==> config.mk <==
export PLATFORM = sky130hd
export DESIGN_NAME = dm_arbiter
export DESIGN_NICKNAME = d
export VERILOG_FILES = /design/src/rtl/dm_arbiter_pkg.sv /design/src/rtl/dm_arbiter.sv
export SDC_FILE = /design/constraint.sdc
export NUM_CORES = 1
export LEC_CHECK = 0
export ABC_AREA = 0
export CELL_PAD_IN_SITES_DETAIL_PLACEMENT = 2
export CELL_PAD_IN_SITES_GLOBAL_PLACEMENT = 2
export CORE_MARGIN = 2
export CORE_UTILIZATION = 16
export DETAILED_ROUTE_END_ITERATION = 8
export HOLD_SLACK_MARGIN = 0.06
export PLACE_DENSITY = 0.78
export SLEW_MARGIN = 30
export SYNTH_ARGS = -nofsm -noshare
export SYNTH_HDL_FRONTEND = slang
export SYNTH_SLANG_ARGS = --single-unit
export TNS_END_PERCENT = 20
==> constraint.sdc <==
create_clock -name clk -period 2.25 [get_ports clk]
set_input_delay 0.3375 -clock clk [delete_from_list [all_inputs] [get_ports clk]]
set_output_delay 0.3375 -clock clk [all_outputs]
set_load 0.1 [all_outputs]
==> src/rtl/dm_arbiter_pkg.sv <==
// ----------------------------------------------------------------------------
// dm_arbiter_pkg
//   Shared definitions for the data-memory arbiter slice:
//     - DM_* access-type codes (the same DMType encoding the MEM stage and
//       the data memory use)
//     - default starvation limit for the loader port
//     - arbiter FSM state type
// ----------------------------------------------------------------------------
package dm_arbiter_pkg;

    // Data-memory access types
    localparam logic [2:0] DM_WORD              = 3'b000;
    localparam logic [2:0] DM_HALFWORD          = 3'b001;
    localparam logic [2:0] DM_HALFWORD_UNSIGNED = 3'b010;
    localparam logic [2:0] DM_BYTE              = 3'b011;
    localparam logic [2:0] DM_BYTE_UNSIGNED     = 3'b100;

    // Loader cycles spent waiting before it is forced a grant
    localparam int DM_ARB_STARVE = 4;

    // Arbiter FSM states
    typedef enum logic {
        ARB_ST_ARB    = 1'b0,
        ARB_ST_LOCKED = 1'b1
    } arb_state_t;

endpackage

==> src/rtl/dm_arbiter.sv <==
// ----------------------------------------------------------------------------
// dm_arbiter
//   Shares the single-port 32-bit data memory between the pipeline MEM stage
//   (core port, c_*) and the program loader / debug port (loader port, l_*).
//   The core has fixed priority, a wait counter forces a loader grant after
//   STARVE_LIMIT waiting cycles, and l_lock gives the loader burst ownership.
//   Grants and the memory-side mux are combinational; load data is returned
//   registered one cycle after the grant.
//
// Ports
//   clk, rstn                     clock (rising edge), synchronous active-low reset
//   c_req/c_we/c_type/c_addr/c_wdata   core request (held until c_gnt)
//   c_gnt, c_stall                core grant this cycle / pipeline freeze
//   c_rvalid, c_rdata             core load response (1-cycle pulse, registered data)
//   l_req/l_we/l_type/l_addr/l_wdata   loader request (held until l_gnt)
//   l_lock                        loader asks for bus ownership for a burst
//   l_gnt, l_rvalid, l_rdata      loader grant and load response
//   dm_we/dm_type/dm_addr/dm_din  memory command lines
//   dm_dout                       memory read data (combinational read)
// ----------------------------------------------------------------------------
module dm_arbiter
    import dm_arbiter_pkg::*;
#(
    parameter int STARVE_LIMIT = DM_ARB_STARVE,
    parameter int CNT_W        = 3
) (
    input  logic        clk,
    input  logic        rstn,

    input  logic        c_req,
    input  logic        c_we,
    input  logic [2:0]  c_type,
    input  logic [31:0] c_addr,
    input  logic [31:0] c_wdata,
    output logic        c_gnt,
    output logic        c_stall,
    output logic        c_rvalid,
    output logic [31:0] c_rdata,

    input  logic        l_req,
    input  logic        l_we,
    input  logic [2:0]  l_type,
    input  logic [31:0] l_addr,
    input  logic [31:0] l_wdata,
    input  logic        l_lock,
    output logic        l_gnt,
    output logic        l_rvalid,
    output logic [31:0] l_rdata,

    output logic        dm_we,
    output logic [2:0]  dm_type,
    output logic [31:0] dm_addr,
    output logic [31:0] dm_din,
    input  logic [31:0] dm_dout
);

    localparam logic [CNT_W-1:0] LIMIT = CNT_W'(STARVE_LIMIT);

    arb_state_t       state;
    logic [CNT_W-1:0] wait_cnt;
    logic             starved;

    assign starved = (wait_cnt == LIMIT);

    // Grant decision and memory-side mux. While locked the loader owns the
    // port even if it is not requesting (an idle locked cycle is a no-op).
    // With no grant the core values stay on the address/data lines so the
    // memory inputs do not toggle needlessly; dm_we is gated off.
    always_comb begin
        c_gnt = 1'b0;
        l_gnt = 1'b0;
        if (rstn) begin
            if (state == ARB_ST_LOCKED) begin
                l_gnt = l_req;
            end else if (starved && l_req) begin
                l_gnt = 1'b1;
            end else if (c_req) begin
                c_gnt = 1'b1;
            end else if (l_req) begin
                l_gnt = 1'b1;
            end
        end

        if (l_gnt) begin
            dm_type = l_type;
            dm_addr = l_addr;
            dm_din  = l_wdata;
        end else begin
            dm_type = c_type;
            dm_addr = c_addr;
            dm_din  = c_wdata;
        end

        dm_we = (c_gnt & c_we) | (l_gnt & l_we);
    end

    assign c_stall = c_req & ~c_gnt;

    // FSM, loader wait counter and load-response registers.
    // The counter only runs in ARB while the loader is refused; any grant,
    // an idle loader or the locked state clears it. Reaching LIMIT is
    // always followed by a grant, so the saturation guard is a safety net.
    always_ff @(posedge clk) begin
        if (!rstn) begin
            state    <= ARB_ST_ARB;
            wait_cnt <= '0;
            c_rvalid <= 1'b0;
            l_rvalid <= 1'b0;
            c_rdata  <= '0;
            l_rdata  <= '0;
        end else begin
            case (state)
                ARB_ST_ARB: begin
                    if (l_gnt && l_lock) begin
                        state <= ARB_ST_LOCKED;
                    end
                end
                ARB_ST_LOCKED: begin
                    if (!l_lock) begin
                        state <= ARB_ST_ARB;
                    end
                end
                default: state <= ARB_ST_ARB;
            endcase

            if (state == ARB_ST_ARB && l_req && !l_gnt) begin
                if (!starved) begin
                    wait_cnt <= wait_cnt + 1'b1;
                end
            end else begin
                wait_cnt <= '0;
            end

            c_rvalid <= c_gnt & ~c_we;
            l_rvalid <= l_gnt & ~l_we;

            if (c_gnt && !c_we) begin
                c_rdata <= dm_dout;
            end
            if (l_gnt && !l_we) begin
                l_rdata <= dm_dout;
            end
        end
    end

endmodule
==> qor.yml, run 1 <==
worst_setup_path:
  path_cells: "clkdlybuf4s50_1 > nand2_2 > a21oi_4 > buf_12 > buf_16 > mux2_2 > buf_12"
  worstSetupPathType: "in2out"
  slowest_delay_ps: 500
  critPathRequiredTime_ps: 1910
  worstPathMaxFanout: 9
  crit_top_cell: "buf_12"
  path_delay_family: "buffers and inverters"
  cp_num_buf_inv: 4
  cp.arrival_ps: 1960
  cp-start-kind: "primary input"
  cp-end-kind: "output pin"
  critPathSlowestCell: "clkdlybuf4s50_1"
clocking:
  holdBufCountCts: 0
  cts_sinks: 70
  clk_pin_slew_ps: 50
  tritoncts: "done"
  cts_made_buffers: 9
  cts-root-buf: "clkbuf_16"
  cts_buffer_depth: 2
  h-tree-depth: 3
  insertion_delay_ps: 340
global_route:
  gr-total-overflow: 0
  grt_max_degree: 64
  antenna_found_initial: 6
  grt_pass1_wl_microns: 30100
  grt_usage: 0.173
  grt_pass1_vias: 4484
timing:
  fmax_mhz: 435
  hold_viol: 0
  finalCritPeriodShare: 1.02
  fin_skew_ps: 10.7
  slew_headroom: 0.588
  holdWs_ps: 435
  min_period_ps: 2300
  tightest_slew_ps: 618
  fin_ws_ps: -50.0
  rsz0062_at_grt: "true"
  final-setup-viol-count: 64
  slew_viol_final: 0
floorplanning:
  die_area_sq_mm: 0.0235
  start_util: 0.163
  fp.dieH_microns: 153
  rows: 54
  die_w_microns: 153
  num_io_pins: 310
  core_sq_mm: 0.0218
status:
  violations: "setup timing"
  outcome: "finished, violations left"
detailed_routing:
  via_per_inst: 4.04
  dr.pass1.iters: 4
  drc: 0
  route.detailed.wl_per_inst_microns: 22.4
  ant_nets: 0
  via_count: 3836
  wirelength_microns: 21200
  first_iter_violations: 90
synth:
  synth_top_area_share: 0.393
  synth.most_common_cell: "nand2_1"
  synth_seq_cells: 70
  synth_area_sq_mm: 0.00356
  synthArstFlopShare: 0
  synth_area_per_cell_sq_um: 10.3
  yosys_warnings: 0
  synthTopCellsByCount: "nand2_1, dfxtp_1, mux2i_1, mux2_2, buf_6"
  synth_flop_cell: "dfxtp_1"
  synth-seq-area-share: 0.393
  synth_edf_count: 0
  syn_inst: 346
  synth_top_cell_by_area: "dfxtp_1"
  synth_cell_types: 24
  syn-num-nets: 521
  synthTopCellsByArea: "dfxtp_1, mux2_2, mux2i_1, nand2_1, buf_6"
placement:
  portBuffers: 309
  place_congestion: 0.903
  hpwl_microns: 16200
  dp.cells: 924
  detailed_place.area_sq_mm: 0.00747
  dp_slack_ps: -146
power_and_ir_drop:
  ir_drop_uv: 315
  p_leak_nw: 3.87
  power.density_mw_per_mm2: 618
finish:
  final_cells: 949
  design_area_sq_mm: 0.00826
  fin_nets: 838
  syn2layout_area_growth_pct: 132
  fin_util: 0.379
  drive_above_1_share: 0.383
min_path:
  hp-class: "reg2reg"
run:
  drv_cap: 0
[worst paths after layout]
kind | startpoint | to | slack (ps) | cells after the start
max | l_req | dm_addr[31] | -50 | 7
max reg2reg | wait_cnt[0]$_SDFFE_PN0P_ | l_rdata[23]$_SDFFE_PN0P_ | 590 | 7
min | wait_cnt[0]$_SDFFE_PN0P_ | wait_cnt[0]$_SDFFE_PN0P_ | 440 | 1
min reg2reg | wait_cnt[0]$_SDFFE_PN0P_ | wait_cnt[0]$_SDFFE_PN0P_ | 440 | 1
[layout by cell type (no fill, tap or decap), types with 3 or more instances in the layout]
cell             instances
buf_4                   77
inv_1                    3
clkdlybuf4s50_1        170
nand2_1                 96
bufinv_16                3
buf_16                   3
mux2_2                   3
nor2_1                   3
mux2_4                  64
clkbuf_16               11
mux2i_1                 64
dfxtp_1                 68
buf_12                  76
[flip-flops by register name (all words and copies together) (netlist names)]
register and count:
c_rvalid 1, wait_cnt 3, c_rdata 32, l_rdata 32, state 1, l_rvalid 1
[where the power goes]
part | leakage (nW) | internal, mW | switching (mW) | total, mW
clock | 0.164 | 1.09 | 0.539 | 1.63
combinational | 3.13 | 0.875 | 1.31 | 2.18
sequential | 0.569 | 1.28 | 0.0218 | 1.30
[metrics by stage]
| step | TNS, ps | total power, mW |
|---|---|---|
| floorplan | -18.6 | 2.51 |
| global placement | -3720 | 3.36 |
| detailed placement | -5860 | 3.39 |
| CTS | -4150 | 5.16 |
| global route | -6770 | 5.28 |
| finish | -1440 | 5.11 |
[cell families (layout without fill, tap and decap cells)]
| group | Yosys count | count (layout) | synth area share |
|---|---|---|---|
| DFF | 70 | 70 | 0.393 |
| buffers and inverters | 30 | 352 | 0.0692 |
| other | 0 | 1 | 0 |
| muxes | 131 | 131 | 0.392 |
| AOI/OAI and AO/OA | 4 | 4 | 0.0123 |
| and+or+nand+nor | 108 | 108 | 0.124 |
| xor gates and xnor gates | 1 | 1 | 0.00246 |
| adders and majority gates | 2 | 2 | 0.00702 |
[metal layers]
| metal | vias up | track usage | part of all wire |
|---|---|---|---|
| met1 | 1848 | 0.198 | 0.40 |
| met2 | 143 | 0.308 | 0.51 |
| met3 | 31 | 0.0607 | 0.071 |
| li1 | 1804 | - | - |
| met5 | - | 0 | 0.0031 |
| met4 | 10 | 0.0401 | 0.016 |
[timing repair]
action / 4_1_cts / 5_1_grt
setup buffers: 4 / 0
resized for setup: 86 / 5
gates cloned: 3 / 2
endpoints found under the hold margin: 0 / 0
pin swaps: 3 / 1
setup endpoints to repair: 68 / 68
[layout make-up]
cell class	count	area [sq um]
Fill cell	2254	13600
Tap cell	280	350
Clock inverter	5	108
Timing Repair Buffer	331	3960
Antenna cell	1	2.50
Multi-Input combinational cell	246	2190
Inverter	5	18.8
Sequential cell	70	1400
Clock buffer	11	233
(Power assumes the default switching activity.)
==> inputs of run 2 (changes only) <==
--- a/config.mk
+++ b/config.mk
@@ -8,7 +8,6 @@
 export ABC_AREA = 0
 export CELL_PAD_IN_SITES_DETAIL_PLACEMENT = 2
 export CELL_PAD_IN_SITES_GLOBAL_PLACEMENT = 2
-export CORE_MARGIN = 2
 export CORE_UTILIZATION = 16
 export DETAILED_ROUTE_END_ITERATION = 8
 export HOLD_SLACK_MARGIN = 0.06
==> qor.yml, run 2 (synthesized netlist as in run 1, its figures left out) <==
timing:
  final-setup-viol-count: 67
  tightest_slew_ps: 713
  min_period_ps: 2410
  slew_viol_final: 0
  slew_headroom: 0.525
  fin_ws_ps: -155
  fmax_mhz: 416
  hold_viol: 0
  rsz0062_at_grt: "true"
  fin_skew_ps: 4.95
  finalCritPeriodShare: 1.07
floorplanning:
  num_io_pins: 310
  fp.dieH_microns: 151
  core_sq_mm: 0.0218
  rows: 54
  start_util: 0.163
  die_area_sq_mm: 0.0229
  die_w_microns: 151
detailed_routing:
  via_count: 3839
  route.detailed.wl_per_inst_microns: 20.5
  first_iter_violations: 50
  dr.pass1.iters: 5
  drc: 0
  wirelength_microns: 19500
  via_per_inst: 4.04
  ant_nets: 0
power_and_ir_drop:
  power.switching_mw: 1.83
  internal-power_mw: 3.02
  pwr-share-clk: 0.289
  p_leak_nw: 3.79
  p_seq_frac: 0.267
  power.density_mw_per_mm2: 593
  ir_drop_uv: 262
  fin_total_pwr_mw: 4.85
  p_sw_frac: 0.378
  p_comb_frac: 0.444
finish:
  fin_util: 0.375
  reg_top3: "c_rdata x32, l_rdata x32, wait_cnt x3"
  syn2layout_area_growth_pct: 130
  layout_common_cells: "clkdlybuf4s50_1, nand2_1, buf_4"
  fillers: 2312
  design_area_sq_mm: 0.00819
  final_common_cell: "clkdlybuf4s50_1"
  fin_nets: 840
  drive_above_1_share: 0.384
worst_setup_path:
  critPathRequiredTime_ps: 1910
  path_delay_family: "buffers and inverters"
  path_depth: 8
  worstSetupPathType: "in2out"
  cp-start-kind: "primary input"
  ff2ff_path_depth: 8
  cp.arrival_ps: 2070
  worstPathMaxFanout: 5
  cp_num_buf_inv: 5
  r2r_end: "l_rdata[5]$_SDFFE_PN0P_"
  cp-end-kind: "output pin"
  critPathSlowestCell: "clkdlybuf4s50_1"
  path_cells: "clkdlybuf4s50_1 > nand2_2 > a21oi_4 > buf_12 > buf_12 > buf_16 > mux2_4 > buf_12"
  r2r_start: "wait_cnt[0]$_SDFFE_PN0P_"
  r2r_setup_slack_ps: 580
  crit_top_cell: "buf_12"
  crit_start: "l_req"
  cp-endpoint: "dm_din[9]"
  slowest_delay_ps: 520
placement:
  portBuffers: 309
  place_congestion: 0.818
  detailed_place.area_sq_mm: 0.00745
  hpwl_microns: 15000
clocking:
  insertion_delay_ps: 330
  cts-root-buf: "clkbuf_16"
  h-tree-depth: 3
  cts_buffer_depth: 2
  holdBufCountCts: 0
  tritoncts: "done"
  cts_made_buffers: 9
  cts_sinks: 70
  clk_pin_slew_ps: 50
global_route:
  grt_pass1_wl_microns: 27200
  grt_max_degree: 99
  antenna_found_initial: 3
  gr-total-overflow: 0
  grt_usage: 0.166
  grt_pass1_vias: 4323
min_path:
  min-delay-start: "c_rdata[3]$_SDFFE_PN0P_"
  hp-class: "reg2reg"
status:
  violations: "setup timing"
  outcome: "finished, violations left"
run:
  drv_cap: 0
run 2: power groups by stage:
| stage | logic, mW | clock network (mW) | registers [mW] |
|---|---|---|---|
| 2_1_floorplan | 0.942 | 0 | 1.57 |
| 3_3_place_gp | 2.03 | 0 | 1.32 |
| 3_5_place_dp | 2.06 | 0 | 1.32 |
| 4_1_cts | 2.12 | 1.47 | 1.30 |
| 5_1_grt | 2.21 | 1.51 | 1.30 |
| 6_report | 2.15 | 1.40 | 1.30 |
run 2: per-stage QoR:
step	hold WS, ps	setup slack [ps]	cells	setup TNS (ps)
5_1_grt	483	-229	949	-12330
3_3_place_gp	428	-103	920	-3820
6_report	463	-155	951	-7110
3_5_place_dp	456	-117	920	-5200
4_1_cts	467	-171	945	-8560
2_1_floorplan	417	-18.6	346	-18.6
run 2: layout make-up:
cell class,instances,area (sq um),share of cell area
antenna,2,5.00,0.000611
clock buffer,11,243,0.0296
clock inverter,4,47.5,0.00581
inverter,5,18.8,0.00229
multi-input combinational,246,2090,0.255
sequential,70,1400,0.171
tap,280,350,0.0428
timing repair buffer,333,4030,0.492
run 2: routing by layer:
metal,up-vias,wire length [microns],global-route usage
li1,1809,-,-
met1,1842,7180,0.176
met2,154,10200,0.301
met3,34,1490,0.0587
met4,0,575,0.0555
met5,-,0,0
run 2: worst min-delay path by stage:
stage / endpoint / slack (ps) / cells after the start
global route: c_rdata[17]$_SDFFE_PN0P_ / 480 / 2
floorplan: wait_cnt[0]$_SDFFE_PN0P_ / 420 / 1
finish: c_rdata[3]$_SDFFE_PN0P_ / 460 / 2
CTS: c_rdata[3]$_SDFFE_PN0P_ / 470 / 2
global placement: wait_cnt[0]$_SDFFE_PN0P_ / 430 / 1
detailed placement: wait_cnt[0]$_SDFFE_PN0P_ / 460 / 1
run 2: worst register-to-register path: stages, from the launching register on:
cell,delay (ps)
dfxtp_2,320
inv_2,60
ha_4,140
nand2_4,60
buf_4,140
buf_4,120
a211o_2,310
buf_12,200
mux2i_1,190
run 2: what timing repair did:
item | in CTS | in global routing
setup buffers | 6 | 3
setup endpoints to repair | 67 | 68
gates resized for setup | 31 | 27
gates cloned | 4 | 1
pin swaps | 1 | 2
